$ cat src/rtl/column_drop_engine.sv
// Column-drop game engine: per-column fill counters, alternating player, and a
// request/present handshake for placed cells. Optional undo via COLUMN_DROP_UNDO_EN.
module column_drop_engine #(
  parameter int COLS = 4,
  parameter int ROWS = 4,
  localparam int POS_W = $clog2(COLS * ROWS) + 1,
  localparam int CNT_W = $clog2(ROWS + 1),
  localparam int COL_W = (COLS > 1) ? $clog2(COLS) : 1
) (
  input  logic             clk,
  input  logic             reset,
  input  logic             enable,
  input  logic             clear,
  input  logic             drop_req,
  input  logic [COLS-1:0]  sel_n,
  output logic             ready,
  output logic             pos_valid,
  output logic [POS_W-1:0] pos,
  output logic             pos_player,
  input  logic             pos_ack,
  output logic             reject,
  output logic [COLS-1:0]  col_full,
  output logic             board_full,
  input  logic             undo_req,
  output logic             undo_flag,
  output logic [1:0]       dbg_state
);

  // Handshake: a request is taken on a rising edge where ready=1; a presented
  // cell (pos_valid=1) holds pos/pos_player/undo_flag until an edge with pos_ack=1.
  typedef enum logic [1:0] {
    S_IDLE    = 2'd0,
    S_CHECK   = 2'd1,
    S_PRESENT = 2'd2
  } state_t;

  localparam logic [POS_W-1:0] NO_POS = '1;

  state_t           r_state;
  logic [CNT_W-1:0] r_cnt [COLS];
  logic             r_player;
  logic             r_pos_valid;
  logic [POS_W-1:0] r_pos;
  logic             r_pos_player;
  logic             r_reject;
  logic [COL_W-1:0] r_col;

  logic [COLS-1:0]  w_low;
  logic             w_one_hot;
  logic [COL_W-1:0] w_col;
  logic             w_ok;
  logic             w_accept_drop;
  logic [POS_W-1:0] w_dpos;
  logic [COLS-1:0]  w_col_full;

  assign w_low     = ~sel_n;
  assign w_one_hot = (w_low != '0) && ((w_low & (w_low - 1'b1)) == '0);

  always_comb begin
    w_col = '0;
    for (int i = 0; i < COLS; i++) begin
      if (w_low[i]) w_col = COL_W'(i);
    end
  end

  // The select is decoded as it is latched so the reject pulse can be a
  // registered output that lands exactly on the CHECK cycle.
  assign w_ok          = w_one_hot && (r_cnt[w_col] != CNT_W'(ROWS));
  assign ready         = (r_state == S_IDLE) && enable;
  assign w_accept_drop = ready && drop_req && !clear;
  assign w_dpos        = POS_W'(r_cnt[r_col]) * POS_W'(COLS) + POS_W'(r_col);

  always_comb begin
    w_col_full = '0;
    for (int i = 0; i < COLS; i++) begin
      w_col_full[i] = (r_cnt[i] == CNT_W'(ROWS));
    end
  end

`ifdef COLUMN_DROP_UNDO_EN
  logic             r_hist_valid;
  logic [COL_W-1:0] r_hist_col;
  logic             r_undo_flag;
  logic [CNT_W-1:0] w_ucnt;
  logic [POS_W-1:0] w_upos;
  logic             w_accept_undo;

  assign w_ucnt        = r_cnt[r_hist_col] - 1'b1;
  assign w_upos        = POS_W'(w_ucnt) * POS_W'(COLS) + POS_W'(r_hist_col);
  assign w_accept_undo = ready && undo_req && !drop_req && !clear;
  assign undo_flag     = r_undo_flag;
`else
  logic w_undo_unused;
  assign w_undo_unused = undo_req;
  assign undo_flag     = 1'b0;
`endif

  always_ff @(posedge clk or posedge reset) begin
    if (reset) begin
      r_state      <= S_IDLE;
      for (int i = 0; i < COLS; i++) r_cnt[i] <= '0;
      r_player     <= 1'b0;
      r_pos_valid  <= 1'b0;
      r_pos        <= NO_POS;
      r_pos_player <= 1'b0;
      r_reject     <= 1'b0;
      r_col        <= '0;
`ifdef COLUMN_DROP_UNDO_EN
      r_hist_valid <= 1'b0;
      r_hist_col   <= '0;
      r_undo_flag  <= 1'b0;
`endif
    end else if (clear) begin
      r_state      <= S_IDLE;
      for (int i = 0; i < COLS; i++) r_cnt[i] <= '0;
      r_player     <= 1'b0;
      r_pos_valid  <= 1'b0;
      r_pos        <= NO_POS;
      r_pos_player <= 1'b0;
      r_reject     <= 1'b0;
`ifdef COLUMN_DROP_UNDO_EN
      r_hist_valid <= 1'b0;
      r_undo_flag  <= 1'b0;
`endif
    end else begin
      r_reject <= 1'b0;
      case (r_state)
        S_IDLE: begin
          if (w_accept_drop) begin
            r_col    <= w_col;
            r_reject <= ~w_ok;
            r_state  <= S_CHECK;
          end
`ifdef COLUMN_DROP_UNDO_EN
          else if (w_accept_undo) begin
            if (r_hist_valid) begin
              r_cnt[r_hist_col] <= w_ucnt;
              r_player          <= ~r_player;
              r_pos             <= w_upos;
              r_pos_player      <= ~r_player;
              r_pos_valid       <= 1'b1;
              r_undo_flag       <= 1'b1;
              r_hist_valid      <= 1'b0;
              r_state           <= S_PRESENT;
            end else begin
              r_reject <= 1'b1;
            end
          end
`endif
        end
        S_CHECK: begin
          if (!r_reject) begin
            r_pos        <= w_dpos;
            r_pos_player <= r_player;
            r_cnt[r_col] <= r_cnt[r_col] + 1'b1;
            r_player     <= ~r_player;
            r_pos_valid  <= 1'b1;
`ifdef COLUMN_DROP_UNDO_EN
            r_hist_valid <= 1'b1;
            r_hist_col   <= r_col;
`endif
            r_state      <= S_PRESENT;
          end else begin
            r_state <= S_IDLE;
          end
        end
        S_PRESENT: begin
          if (pos_ack) begin
            r_pos_valid  <= 1'b0;
            r_pos        <= NO_POS;
            r_pos_player <= 1'b0;
`ifdef COLUMN_DROP_UNDO_EN
            r_undo_flag  <= 1'b0;
`endif
            r_state      <= S_IDLE;
          end
        end
        default: r_state <= S_IDLE;
      endcase
    end
  end

  assign pos_valid  = r_pos_valid;
  assign pos        = r_pos;
  assign pos_player = r_pos_player;
  assign reject     = r_reject;
  assign col_full   = w_col_full;
  assign board_full = &w_col_full;
  assign dbg_state  = r_state;

endmodule

$ cat config.mk
export PLATFORM = sky130hd
export DESIGN_NAME = column_drop_engine
export DESIGN_NICKNAME = d
export VERILOG_FILES = /design/src/rtl/column_drop_engine.sv
export SDC_FILE = /design/constraint.sdc
export NUM_CORES = 1
export LEC_CHECK = 0
export CAP_MARGIN = 20
export CORE_MARGIN = 5
export CORE_UTILIZATION = 49
export DETAILED_ROUTE_END_ITERATION = 10
export GPL_TIMING_DRIVEN = 0
export PLACE_DENSITY = 0.85
export SKIP_LAST_GASP = 1
export SYNTH_ARGS = -nofsm -noshare
export SYNTH_HDL_FRONTEND = slang
export SYNTH_SLANG_ARGS = --single-unit
$ cat constraint.sdc
create_clock -name clk -period 2.2 [get_ports clk]
set_input_delay 0.33 -clock clk [delete_from_list [all_inputs] [get_ports clk]]
set_output_delay 0.33 -clock clk [all_outputs]
set_load 0.01 [all_outputs]
After elaboration in Yosys (flattened, before gate mapping):

Index checks and enable logic that the tools add are counted.

* input bits: 11
* flip-flop bits (word level): 25
* output and inout bits: 17

* multiplexer cells: 37
* bitwise operators: 7
* add/subtract/negate cells: 3
* equality and inequality tests: 11
* $lt $le $gt $ge: 3
* reductions and logical operators: 17

Operator list (count)
* two-way mux 12 bit: 3
* two-way mux 3 bit: 5
* two-way mux 5 bit: 3
* binary-select mux 3 bit (select 2 bit): 2
* bitwise mux 12 bit: 1
* == test 3 bit, second input constant: 4
* two-way mux 1 bit: 12
* two-way mux 2 bit: 6
* inequality test 3 bit, second input constant: 4
* one-hot mux 5 bit (2 select lines): 1
* demux 3 bit (select 2 bit): 1
* greater-or-equal comparator 3 bit, second input constant: 2
* logical AND 1 bit: 6
* inverter 2 -> 3 bit: 2
* one-hot mux 2 bit (3 select lines): 1
* AND reduction 3 bit: 2
* adder 5 x 2 -> 5 bit: 1
* bitwise AND 4 bit: 1
* logical NOT 4 bit: 1
* inverter 4 bit: 1
* one-hot mux 1 bit (2 select lines): 2
* AND reduction 2 bit: 2
* AND reduction 4 bit: 1
* nonzero test 4 bit: 1
* 11 further kinds: 13

Logic depth before layout (Yosys ltp):

Gate-level depths: netlist (run 1).

* depth after elaboration: 14
* mapped depth: 7
* gate-level depth less buffers: 6

Least setup slack after synthesis (run 1):

No wires, ideal clock.

* kind: register to register
* start point: register r_col[1]
* end point: register r_cnt[5] in the netlist's numbering
* library setup time: 132 ps
* cell stages (with the launch flop): 8
* setup slack: 496 ps
* arrival: 1572 ps
* path through: dfrtp_1 > buf_6 > mux4_2 > ha_1 > nor2b_1 > nand3_1 > xor2_1 > nor2_1

* word-level cells in the longest chain between the ends: 9
* elaborated cells between the ends (all ways): 14

RTL lines
* start: declaration: line 46 `logic [COL_W-1:0] r_col;`
* start signal: assignment: line 130 `r_col <= w_col;`
* inverter 2 -> 3 bit (implied by the code) *: line 155 `r_cnt[r_col] <= r_cnt[r_col] + 1'b1;`
* binary-select mux 3 bit (select 2 bit) (tied with other cells): line 155
* two-way mux 3 bit (implied by the code) or logical AND 1 bit (tied branches): line 155
* two-way mux 3 bit (implied by the code): line 155
* adder 3 x 1 -> 3 bit or demux 3 bit (select 2 bit) (tied branches): line 155
* bitwise mux 12 bit *: line 155
* two-way mux 12 bit *: line 152 `if (!r_reject) begin`
* two-way mux 12 bit *: line 127 `case (r_state)`
* two-way mux 12 bit *: line 113 `end else if (clear) begin`
* end signal: indexed assignment: line 155
* end: declaration: line 40 `logic [CNT_W-1:0] r_cnt [COLS];`

Mark *: on every way between the ends. The rest lies on a longest branch, timed or not. The select of a mux whose other input is x is not followed.
A chain may end at the register's enable or synchronous reset.

Worst setup path in the final report (run 1):

* start point: register r_cnt[0] in the netlist's numbering
* end point: output board_full

* word-level cells in the longest chain between the ends: 2

RTL lines
* == test 3 bit: line 76 `w_col_full[i] = (r_cnt[i] == CNT_W'(ROWS));`
* AND reduction 4 bit: line 188 `assign board_full = &w_col_full;`
* end: declaration: line 23 `output logic board_full,`

No other way between the ends.

==> metrics.md, run 1 <==
| Metric | Value |
|---|---|
| Row count | 18 |
| Number of flops mapped to enable cells by yosys | 0 |
| VDD IR-drop max | 0.0004047 V |
| Fmax | 464.1 MHz |
| Largest net degree at the start of global routing | 26 |
| CP Capture Point | board_full |
| Horiz. Die Dim | 61.31 um |
| Initial Utilization | 51.60% |
| Leak pwr | 0.6929 nW |
| Reg-to-Reg End | r_cnt[5]$_DFFE_PP0P_ |
| Area leader, netlist | dfrtp_1 |
| Layout cells sized above 1 | 18.75% |
| Post-layout worst setup margin | 45.33 ps |
| PwrDens | 536.7 nW/um2 |
| Clk sink count | 25 |
| Status | completed |
| Critical Path RT | 1870 ps |
| Post-Syn Nets | 126 |
| # setup viols final | 0 |
| Worst R2R Setup Slack | 330 ps |
| Vias in the first global route | 974 |
| Syn Area/Cell | 11.32 um2 |
| Drt total wl | 2751 um |
| Slew @ Worst Pin | 974.9 ps |
| Clock-pin slew on the worst setup and hold paths | 130 ps |
| Worst-path cell chain | nor3b_2 > and4_1 > clkdlybuf4s50_1 |
| 1st-iter DRT viols | 17 |
| Layout Cells excl Fill | 174 |
| Fin util | 65.02% |
| Power consumption | 0.8724 mW |
| CTS buffer count | 3 |
| Synth Flop Type | dfrtp_1 |
| Gpl congestion | 0.8392 |
| NumNets Final | 157 |
| CP arrival | 1820 ps |
| Minimum clock period | 2155 ps |
| Asr flop ratio synth | 100.0% |
| CP delay by family, top | buffers and inverters |
| Vias | 967 |
| Synth cell types | 38 |
| Initial antenna violation count | 0 |
| Final worst-path cycle share | 97.94% |
| Syn Inst Count | 114 |
| Synthesized flop and latch total | 25 |
| CP max-delay cell | clkdlybuf4s50_1 |
| Global route overflow | 0 |
| WP buf/inv | 1 |
| Critical Path Fanout Max | 3 |
| IO Pins | 28 |
| Total track usage | 16.45% |
| Hold-fix buffers at CTS | 0 |
| Kind of critical path | reg -> out |
| Clk_lat worst skew | 320 ps |
| Worst path depth | 3 |
| Core Area | 2500 um2 |
| Critical path capture point type | output port |
| Root Driver | clkbuf_4 |
| Clock Tree Buf Depth | 2 |
| DRC | 0 |
| Ant diodes | 0 |
| Synth warn | 0 |
| CP peak stage delay | 540 ps |
| CP Launch Type | flop |
| Seq/Total Area, Yosys | 48.98% |
| Max-slew headroom | 34.93% |
| Cell Count Post-Placement | 168 |
| Routed wire per std cell | 15.81 um |
| Fin Setup TNS | 0 ps |
| Reg2reg start | r_col[0]$_DFFE_PP0P_ |
| Largest cells by area after synthesis | dfrtp_1, dfstp_2, mux4_2 |
| CTS tree | yes |
| Hold Crit Class | in -> reg |
| Drt first pass iters | 4 |
| Via density | 5.557 |
| Max-slew violations | 0 |
| Worst Reg-to-Reg Cells | 7 |
| Clock Skews | 1.985 ps |
| Synthesized area | 1290 um2 |
| Synth top area share | 38.80% |
| HPWL Detailed | 2084 um |
| Die ar. | 3759 um2 |
| Final hold violations | 0 |
| I/O Buffers | 24 |
| Post-route ant nets | 0 |
| Unrepaired setup endpoints after global routing | true |
| First-pass GRT wire length | 4478 um |
| CP startpoint | r_cnt[0]$_DFFE_PP0P_ |
| Htree depth | 1 |
| Max-Cap Viols | 0 |
| Setup WS pre-CTS | 213.1 ps |
| Area delta synth->final | 25.99% |
| Die height | 61.31 um |
-- cell usage after synthesis (2+ instances only) --
library cell  instances
xor2_1                6
nor2_1               13
a21oi_1               3
o21ai_0               3
nand3_1               4
nand2_1               5
inv_1                 8
dfrtp_1              20
mux2i_1               3
nand2b_1              2
mux4_2                3
nor3b_1               3
o22a_1                5
dfstp_2               5
xnor2_1               4
nor3b_2               3
o22ai_1               2
mux2_2                2
-- logic make-up (layout without fill, tap and decap cells) --
group	Yosys count	after routing	synth area share [%]
AO/OA/AOI/OAI	16	16	8.729
XOR/XNOR	10	10	6.789
adder cells (fa/ha/maj)	1	1	0.9698
buffers and inverters	13	43	4.752
flip-flops	25	25	48.98
multiplexers	8	8	9.311
other	1	1	0.2907
AND/OR/NAND/NOR	40	40	20.18
-- placed cells by master, fill, tap and decap left out, types with 4 or more instances in the layout --
cell type	instances
clkdlybuf4s50_1	24
dfrtp_1	20
dfstp_2	5
inv_1	8
nand2_1	5
nand3_1	4
nor2_1	13
nor3b_2	4
o22a_1	5
xnor2_1	4
xor2_1	6
-- worst min-delay path by stage --
stage	depth (start not counted)	start	slack (ps)	to
finish	2	clear	360	r_cnt[3]$_DFFE_PP0P_
global route	2	clear	360	r_cnt[0]$_DFFE_PP0P_
CTS	2	clear	340	r_cnt[1]$_DFFE_PP0P_
detailed placement	2	pos_player$_DFFE_PP0P_	510	pos_player$_DFFE_PP0P_
global placement	2	pos_player$_DFFE_PP0P_	500	pos_player$_DFFE_PP0P_
floorplan	1	reset	350	dbg_state[0]$_DFFE_PP0P_
-- worst reg2reg max path, stage by stage, from the launching register on --
cell,delay [ps]
dfrtp_1,470
buf_2,260
mux4_2,360
ha_1,230
nor2b_1,150
nand3_1,100
xor2_1,150
nor2_1,50
-- flip-flops by register name (all words and copies together), names as in the netlist --
name / count
r_col: 2
pos_player: 1
pos_valid: 1
r_cnt: 12
reject: 1
dbg_state: 2
pos: 5
r_player: 1
-- where the power goes --
part | total (mW) | switching, mW | internal, mW
registers | 0.503 | 0.0208 | 0.483
clock network | 0.204 | 0.133 | 0.0711
logic | 0.165 | 0.0815 | 0.0833
-- layer usage --
layer / wire, um / vias up / global-route usage (%)
met5: 0 / - / 0
met4: 45 / 0 / 6.502
met3: 140 / 5 / 2.935
met2: 1423 / 26 / 28.25
met1: 1141 / 479 / 20.45
li1: - / 457 / -
-- through the flow --
stage / hold WS, ps / area [um2]
after detailed placement: 507.0 / 1568
after global routing: 357.3 / 1625
after global placement: 500.5 / 1568
after floorplan: 353.6 / 1290
final: 356.2 / 1625
after CTS: 342.3 / 1599
-- what timing repair did --
action / in CTS / in global routing
resized for setup: 1 / 2
setup buffers: 0 / 2
pin swaps: 0 / 1
setup endpoints to repair: 1 / 2
-- layout make-up --
cell class              instances  area [um2]
inverters                       8       30.03
fillers                       202       874.6
repair buffers                 26       255.2
plain buffers                   5       31.28
well taps                      30       37.54
flip-flops and latches         25       631.9
multi-input cells              76       613.1
clock buffers                   4       26.28
No activity file was read; power rests on OpenSTA's default activity.
==> run 2: changes to the inputs <==
ABC_CLOCK_PERIOD_IN_PS = 2200   (was not set)
TNS_END_PERCENT = 50   (was not set)
==> results of run 2 <==
Same layout as run 1: the final DEF is identical, and so are final timing and power.
